File: config.mk
export PLATFORM = sky130hd
export DESIGN_NAME = exec_monitor
export DESIGN_NICKNAME = d
export VERILOG_FILES = /design/src/rtl/exec_monitor.sv
export SDC_FILE = /design/constraint.sdc
export NUM_CORES = 1
export LEC_CHECK = 0
export ABC_AREA = 1
export CORE_MARGIN = 4
export CORE_UTILIZATION = 54
export CTS_BUF_LIST = sky130_fd_sc_hd__clkbuf_4 sky130_fd_sc_hd__clkbuf_8
export CTS_CLUSTER_DIAMETER = 80
export CTS_CLUSTER_SIZE = 10
export DETAILED_ROUTE_END_ITERATION = 16
export PLACE_DENSITY = 0.88
export SLEW_MARGIN = 20
export SYNTH_ARGS = -nofsm -noshare
export SYNTH_HDL_FRONTEND = slang
export SYNTH_SLANG_ARGS = --single-unit
export TNS_END_PERCENT = 5
File: constraint.sdc
create_clock -name clk -period 2.75 [get_ports clk]
set_input_delay 0.4125 -clock clk [delete_from_list [all_inputs] [get_ports clk]]
set_output_delay 0.4125 -clock clk [all_outputs]
set_load 0.1 [all_outputs]
File: src/rtl/exec_monitor.sv
// Run monitor for the CPU commit stream. It detects the halt self-loop, enforces a
// cycle budget, and records retire/cycle counts and register write-back activity.
module exec_monitor #(
  parameter int                XLEN           = 32,
  parameter logic [XLEN-1:0]   HALT_PC        = XLEN'(32'h00000020),
  parameter logic [31:0]       HALT_INST      = 32'h00008067,
  parameter int                DRAIN_CYCLES   = 3,
  parameter int                TIMEOUT_CYCLES = 50
) (
  input  logic            clk,
  input  logic            rst_n,
  input  logic            en,
  input  logic [XLEN-1:0] pc,
  input  logic [31:0]     inst,
  input  logic            reg_wen,
  input  logic [4:0]      rd,
  input  logic [XLEN-1:0] wb_data,
  output logic            busy,
  output logic            halted,
  output logic            timed_out,
  output logic [31:0]     retire_cnt,
  output logic [31:0]     cycle_cnt,
  output logic [4:0]      last_rd,
  output logic [XLEN-1:0] last_wb_data,
  output logic [31:0]     wr_mask,
  output logic [2:0]      state_dbg
);

  typedef enum logic [2:0] {
    S_IDLE    = 3'd0,
    S_RUN     = 3'd1,
    S_DRAIN   = 3'd2,
    S_HALTED  = 3'd3,
    S_TIMEOUT = 3'd4
  } state_t;

  localparam logic [31:0] DRAIN_LOAD   = 32'(DRAIN_CYCLES - 1);
  localparam logic [31:0] TIMEOUT_LAST = 32'(TIMEOUT_CYCLES - 1);

  state_t      state_q, state_d;
  logic [31:0] drain_q, drain_d;
  logic        halt_match;
  logic        timeout_hit;
  logic        run_edge;
  logic        track_edge;

  assign halt_match  = (pc == HALT_PC) && (inst == HALT_INST);
  // Only RUN cycles have elapsed before DRAIN, so cycle_cnt doubles as the RUN budget count.
  assign timeout_hit = (cycle_cnt == TIMEOUT_LAST);

  // The IDLE edge that sees en=1 is already the first sampled RUN cycle.
  assign run_edge   = en && ((state_q == S_IDLE) || (state_q == S_RUN));
  assign track_edge = run_edge || (en && (state_q == S_DRAIN));

  assign busy      = (state_q == S_RUN) || (state_q == S_DRAIN);
  assign halted    = (state_q == S_HALTED);
  assign timed_out = (state_q == S_TIMEOUT);
  assign state_dbg = state_q;

  always_ff @(posedge clk or negedge rst_n) begin
    if (!rst_n) begin
      state_q <= S_IDLE;
      drain_q <= 32'd0;
    end else begin
      state_q <= state_d;
      drain_q <= drain_d;
    end
  end

  always_comb begin
    state_d = state_q;
    drain_d = drain_q;
    case (state_q)
      S_IDLE, S_RUN: begin
        if (en) begin
          // Halt wins over a timeout landing on the same edge.
          if (halt_match) begin
            state_d = S_DRAIN;
            drain_d = DRAIN_LOAD;
          end else if (timeout_hit) begin
            state_d = S_TIMEOUT;
          end else begin
            state_d = S_RUN;
          end
        end
      end
      S_DRAIN: begin
        if (en) begin
          if (drain_q == 32'd0) state_d = S_HALTED;
          else                  drain_d = drain_q - 32'd1;
        end
      end
      default: begin
        state_d = state_q;
      end
    endcase
  end

  always_ff @(posedge clk or negedge rst_n) begin
    if (!rst_n) begin
      retire_cnt   <= 32'd0;
      cycle_cnt    <= 32'd0;
      last_rd      <= 5'd0;
      last_wb_data <= '0;
      wr_mask      <= 32'd0;
    end else begin
      if (run_edge) retire_cnt <= retire_cnt + 32'd1;
      if (track_edge && (cycle_cnt != 32'hFFFF_FFFF)) cycle_cnt <= cycle_cnt + 32'd1;
      if (track_edge && reg_wen && (rd != 5'd0)) begin
        wr_mask[rd]  <= 1'b1;
        last_rd      <= rd;
        last_wb_data <= wb_data;
      end
    end
  end

endmodule

### Word level (Yosys, flattened, before mapping)

Index checks and enable logic that the tools add are counted.

| word-level totals | value |
|---|---|
| logic and storage cells | 56 |
| output and inout bits | 139 |
| flip-flop bits (word level) | 168 |

| cells by class | value |
|---|---|
| add/subtract/negate cells | 3 |
| equal/unequal tests | 13 |
| reductions and logical operators | 17 |
| magnitude comparators | 2 |
| mux-type cells | 13 |
| bitwise gates (word level) | 1 |

Operators by type and width:

| operator | number |
|---|---|
| $mux 32 | 4 |
| $add 32x1->32 const B | 2 |
| $eq 32x6->1 const B | 2 |
| $pmux 32 s2 | 1 |
| $eq 32x16->1 const B | 1 |
| $logic_not 32->1 | 1 |
| $ne 32x32->1 const B | 1 |
| $or 32x32->32 | 1 |
| $sub 32x1->32 const B | 1 |
| $mux 3 | 5 |
| $ne 2x2->1 const B | 4 |
| $logic_and 1x1->1 | 7 |
| $eq 3x2->1 const B | 2 |
| $lt 5x6->1 const B | 1 |
| $pmux 3 s2 | 1 |
| $demux 1 s5 | 1 |
| $ge 5x1->1 const B | 1 |
| $reduce_and 5->1 | 1 |
| $reduce_bool 5->1 | 1 |
| $reduce_and 4->1 | 1 |
| $eq 3x1->1 const B | 1 |
| $eq 3x3->1 const B | 1 |
| $logic_not 3->1 | 1 |
| $logic_or 1x1->1 | 3 |
| 4 further kinds | 4 |

### Depth between registers and ports, before layout

| logic depth | value |
|---|---|
| depth after elaboration | 6 |
| depth in mapped cells | 12 |

### Worst setup path after synthesis

OpenSTA, ideal clock, no wires.

| path | value |
|---|---|
| path kind | flip-flop to output port |
| start | reg state_q[0] (netlist: state_dbg[0]) |
| end | out halted |
| setup slack | -0.922 ns |
| stages on the path, launching flop included | 3 |
| required time | 2.338 ns |
| data arrival time | 3.259 ns |
| buffers on the path | 0 |
| cell sequence | dfrtp_1 > inv_1 > nor3_1 |

| between the ends | value |
|---|---|
| longest elaborated chain between the ends | 1 |

RTL lines:

| item | line | RTL |
|---|---|---|
| from (decl) | 40 | `state_t state_q, state_d;` |
| from (signal assigned) | 65 | `state_q <= state_d;` |
| $eq 3x2->1 | 56 | `assign halted = (state_q == S_HALTED);` |
| to (decl) | 19 | `output logic halted,` |

No other way between the ends.

### Worst setup path after layout

| path | value |
|---|---|
| start | reg cycle_cnt[12] |
| end | reg cycle_cnt[5] |

| between the ends | value |
|---|---|
| longest elaborated chain between the ends | 2 |

RTL lines:

| item | line | RTL |
|---|---|---|
| from (decl) | 22 | `output logic [31:0] cycle_cnt,` |
| from (signal assigned) | 108 | `if (track_edge && (cycle_cnt != 32'hFFFF_FFFF)) cycle_cnt <= cycle_cnt + 32'd1;` |
| $ne 32x32->1 | 108 |  |
| $logic_and 1x1->1 | 108 |  |

No other way between the ends.
A chain may end at the register's enable or synchronous reset.

==> metrics.log <==
[metrics] number of fillers in the final layout: 1319
[metrics] count of mapped cells out of synthesis: 1247
[metrics] Vias/cell: 5.267
[metrics] worst hold-check path type: flop to flop
[metrics] number of remaining DRC errors: 0
[metrics] skew final: 0.01147 ns
[metrics] worst IR drop on VDD: 0.3115 mV
[metrics] Routed Antenna Nets: 0
[metrics] Yosys Warn Count: 0
[metrics] pre-CTS setup slack: 0.4000 ns
[metrics] CTS buffer count: 17
[metrics] count of antenna diodes in the layout: 0
[metrics] proportion of layout cells with a drive suffix above 1: 0.1406
[metrics] sum of negative setup slack: 0 ns
[metrics] top post-synthesis cells by area: sky130_fd_sc_hd__dfrtp_1 46%, sky130_fd_sc_hd__nand2_1 17%, sky130_fd_sc_hd__nor2_1 7.4%, sky130_fd_sc_hd__nand3_1 5.8%, sky130_fd_sc_hd__inv_1 4.5%
[metrics] placeable core region: 16520 um^2
[metrics] number of antenna violations at the first check in global routing: 0
[metrics] final critical path time including I/O delays and setup: 2.338 ns
[metrics] Most common cell on crit path: sky130_fd_sc_hd__nand2_1
[metrics] worst-path cell chain: nand2_1, nor3_1, nand2_1, nor2_1, nand3_1, nand2_2, inv_2, o21ai_0, o21ai_1
[metrics] required time of the critical path: 3.08 ns
[metrics] Power Dens Cells: 405.8 nW/um^2
[metrics] first-pass GRT wire length: 44.33 mm
[metrics] Internal Dissipation: 0.003431 W
[metrics] slowest CP cell: sky130_fd_sc_hd__dfrtp_1
[metrics] placer congestion estimate: 0.9608
[metrics] portion of the post-synthesis area used by sequential elements: 0.4622
[metrics] final design utilization: 0.7182
[metrics] final net count: 1604
[metrics] leakage dissipation: 5.615 nW
[metrics] total detailed-routing wirelength: 27.20 mm
[metrics] number of core rows: 47
[metrics] run status: complete, no violations
[metrics] post-synthesis cell type count: 28
[metrics] floorplan die area: 18980 um^2
[metrics] gate family responsible for the most delay along the worst path: simple AND/OR/NAND/NOR gates
[metrics] netlist area before placement: 9095 um^2
[metrics] clock share of power: 0.351
[metrics] initial core utilization: 0.5504
[metrics] arrival time at the worst endpoint: 2.67 ns
[metrics] net count of the mapped netlist: 1356
[metrics] final worst hold slack: 0.3956 ns
[metrics] Final Slew Violations: 0
[metrics] number of instances resized during post-cts repair: 0
[metrics] post-detailed-route wirelength per cell: 15.74 um
[metrics] number of buffers added to fix hold violations after cts: 1
[metrics] count of vias placed by the detailed router: 9102
[metrics] largest fanout on the critical path: 34
[metrics] startpoint type of the worst setup path: flop
[metrics] CTS tree: built
[metrics] detailed placement HPWL: 21.08 mm
[metrics] switching power: 0.001385 W
[metrics] Critical Setup Path Class: flop to flop
[metrics] fraction of power spent switching nets: 0.2876
[metrics] Setup-failing EPs final: 0
[metrics] cell area after layout: 11870 um^2
[metrics] cell area reported after detailed placement: 11490 um^2
[metrics] largest net degree at the start of global routing: 68
[metrics] area growth from synthesis to final layout: 30.49%
[metrics] final worst-path cycle share: 0.8503
[metrics] htree depth: 4
[metrics] RSZ-0062 raised after global routing: no
[metrics] Final Hold Vio Count: 0
[metrics] CTS clk-pin slew, worst paths: 0.09 ns
[metrics] number of buffers inserted by post-CTS setup repair: 0
[metrics] residual overflow from global routing: 0
[metrics] global-route usage over all layers: 0.2973
[metrics] headroom to the max-slew limit: 0.5044
[metrics] register bit count reported by yosys: 168
[metrics] 1st-pass router iterations: 7
[metrics] Max Root-Sink Buffers: 2
[metrics] number of buffers and inverters on the critical path: 1
[metrics] Max Clock Freq: 0.4277 GHz
[metrics] type of destination of the critical path: flop
[metrics] Worst Max-Slew Pin Slew: 0.7377 ns
[metrics] Maximum Capacitance Violations: 0
[metrics] clock sink total: 168
[metrics] Starting DRT DRC Count: 825
[metrics] Die Y-Extent: 137.8 um
[metrics] share of power burned in registers: 0.532
[metrics] Die Width: 137.8 um
[metrics] fraction of post-synthesis cell area in the top cell type by area: 0.4622
[metrics] Mapped Avg Cell Area: 7.293 um^2
[metrics] worst stage delay on the critical path: 0.49 ns
[metrics] clock network latency to the later pin of the worst-skew pair: 0.46 ns
[metrics] number of global-route vias before repair: 8711
[metrics] count of buffers from port buffering: 243
[metrics] count of boundary I/O pins: 244
[metrics] root buffer cell: sky130_fd_sc_hd__clkbuf_8
[metrics] worst path setup slack after routing: 0.4118 ns
[metrics] Comb pwr share: 0.117
[metrics] Yosys top cell by area: sky130_fd_sc_hd__dfrtp_1
## synthesized netlist by cell type
| library cell | n |
|---|---|
| sky130_fd_sc_hd__nand3_1 | 105 |
| sky130_fd_sc_hd__clkbuf_1 | 13 |
| sky130_fd_sc_hd__nor4_1 | 1 |
| sky130_fd_sc_hd__nand3b_1 | 4 |
| sky130_fd_sc_hd__inv_2 | 3 |
| sky130_fd_sc_hd__nor2_4 | 2 |
| sky130_fd_sc_hd__or2_2 | 12 |
| sky130_fd_sc_hd__nor2_1 | 180 |
| sky130_fd_sc_hd__nand2_1 | 419 |
| sky130_fd_sc_hd__o21ai_0 | 14 |
| sky130_fd_sc_hd__nor3_2 | 1 |
| sky130_fd_sc_hd__dfrtp_1 | 168 |
| sky130_fd_sc_hd__inv_1 | 108 |
| sky130_fd_sc_hd__ha_1 | 4 |
| sky130_fd_sc_hd__nor3b_1 | 2 |
| sky130_fd_sc_hd__nor3_4 | 1 |
| sky130_fd_sc_hd__xnor2_1 | 11 |
| sky130_fd_sc_hd__nand2_2 | 2 |
| sky130_fd_sc_hd__nor2_2 | 3 |
| sky130_fd_sc_hd__and3_1 | 1 |
| sky130_fd_sc_hd__nand4_1 | 22 |
| sky130_fd_sc_hd__xor2_1 | 35 |
| sky130_fd_sc_hd__buf_2 | 15 |
| sky130_fd_sc_hd__o21ai_1 | 44 |
| sky130_fd_sc_hd__nor3_1 | 33 |
| sky130_fd_sc_hd__a21oi_1 | 3 |
| sky130_fd_sc_hd__and2_1 | 4 |
| sky130_fd_sc_hd__o21bai_1 | 37 |
## state kept, by name, indices dropped and copies added, names as in the netlist
signal        cells
cycle_cnt        32
drain_q          32
last_wb_data     32
retire_cnt       32
wr_mask          32
last_rd           5
state_dbg         3
## through the flow
stage | power, W | instances
after floorplan | 0.002883 | 1247
after global placement | 0.003166 | 1695
after detailed placement | 0.003176 | 1695
after CTS | 0.004846 | 1728
after global routing | 0.005005 | 1728
final | 0.004816 | 1728
## placed cells by master (no fill, tap or decap), types with 4 or more instances in the layout
| cell | instances |
|---|---|
| sky130_fd_sc_hd__nand2_1 | 419 |
| sky130_fd_sc_hd__nor2_1 | 180 |
| sky130_fd_sc_hd__dfrtp_1 | 168 |
| sky130_fd_sc_hd__buf_4 | 149 |
| sky130_fd_sc_hd__inv_1 | 108 |
| sky130_fd_sc_hd__nand3_1 | 105 |
| sky130_fd_sc_hd__clkdlybuf4s50_1 | 103 |
| sky130_fd_sc_hd__o21ai_1 | 44 |
| sky130_fd_sc_hd__o21bai_1 | 37 |
| sky130_fd_sc_hd__xor2_1 | 35 |
| sky130_fd_sc_hd__nor3_1 | 31 |
| sky130_fd_sc_hd__nand4_1 | 22 |
| sky130_fd_sc_hd__clkbuf_8 | 19 |
| sky130_fd_sc_hd__o21ai_0 | 14 |
| sky130_fd_sc_hd__or2_2 | 12 |
| sky130_fd_sc_hd__xnor2_1 | 11 |
| sky130_fd_sc_hd__inv_6 | 5 |
| sky130_fd_sc_hd__nand3b_1 | 4 |
| sky130_fd_sc_hd__and2_1 | 4 |
| sky130_fd_sc_hd__ha_1 | 4 |
## cell families after synthesis
logic type,after synthesis,synth area share
fa+ha+maj,4,0.005503
compound gates,98,0.06411
simple gates,792,0.3644
flops,168,0.4622
xor+xnor,46,0.04430
buf+inv,139,0.05943
## path summary, 6_finish.rpt
check                           slack [ns]           from  cells after the start             to
worst max-delay path                  0.41  cycle_cnt[12]                      9   cycle_cnt[5]
worst min-delay path                  0.40     wr_mask[0]                      0     wr_mask[0]
worst max register to register        0.41  cycle_cnt[12]                      9   cycle_cnt[5]
worst min register to register        0.40     wr_mask[0]                      0     wr_mask[0]
max in group asynchronous             1.51          rst_n                      3  retire_cnt[3]
min in group asynchronous             0.47          rst_n                      2    drain_q[11]
## power groups by stage
stage / combinational [W] / clock [W] / sequential (W)
floorplan: 0.000108 / 0 / 0.00278
global placement: 0.000557 / 0 / 0.00261
detailed placement: 0.000566 / 0 / 0.00261
CTS: 0.000568 / 0.00172 / 0.00256
global route: 0.000608 / 0.00183 / 0.00257
finish: 0.000564 / 0.00169 / 0.00256
## layout make-up
cell class                      count  area, um^2  share of cell area
Clock buffer                       19       261.5             0.02203
Clock inverter                     13       108.9            0.009172
Inverter                          111       416.7             0.03511
Multi-Input combinational cell    940        4370              0.3683
Sequential cell                   168        4204              0.3542
Tap cell                          220       275.3             0.02319
Timing Repair Buffer              257        2231              0.1880
## routing by layer
layer / GRT usage / wire [um]
met5: 0 / 0
met4: 0.09605 / 661
met3: 0.07633 / 2121
met2: 0.4585 / 12710
met1: 0.4128 / 11700
(Power assumes the default switching activity.)
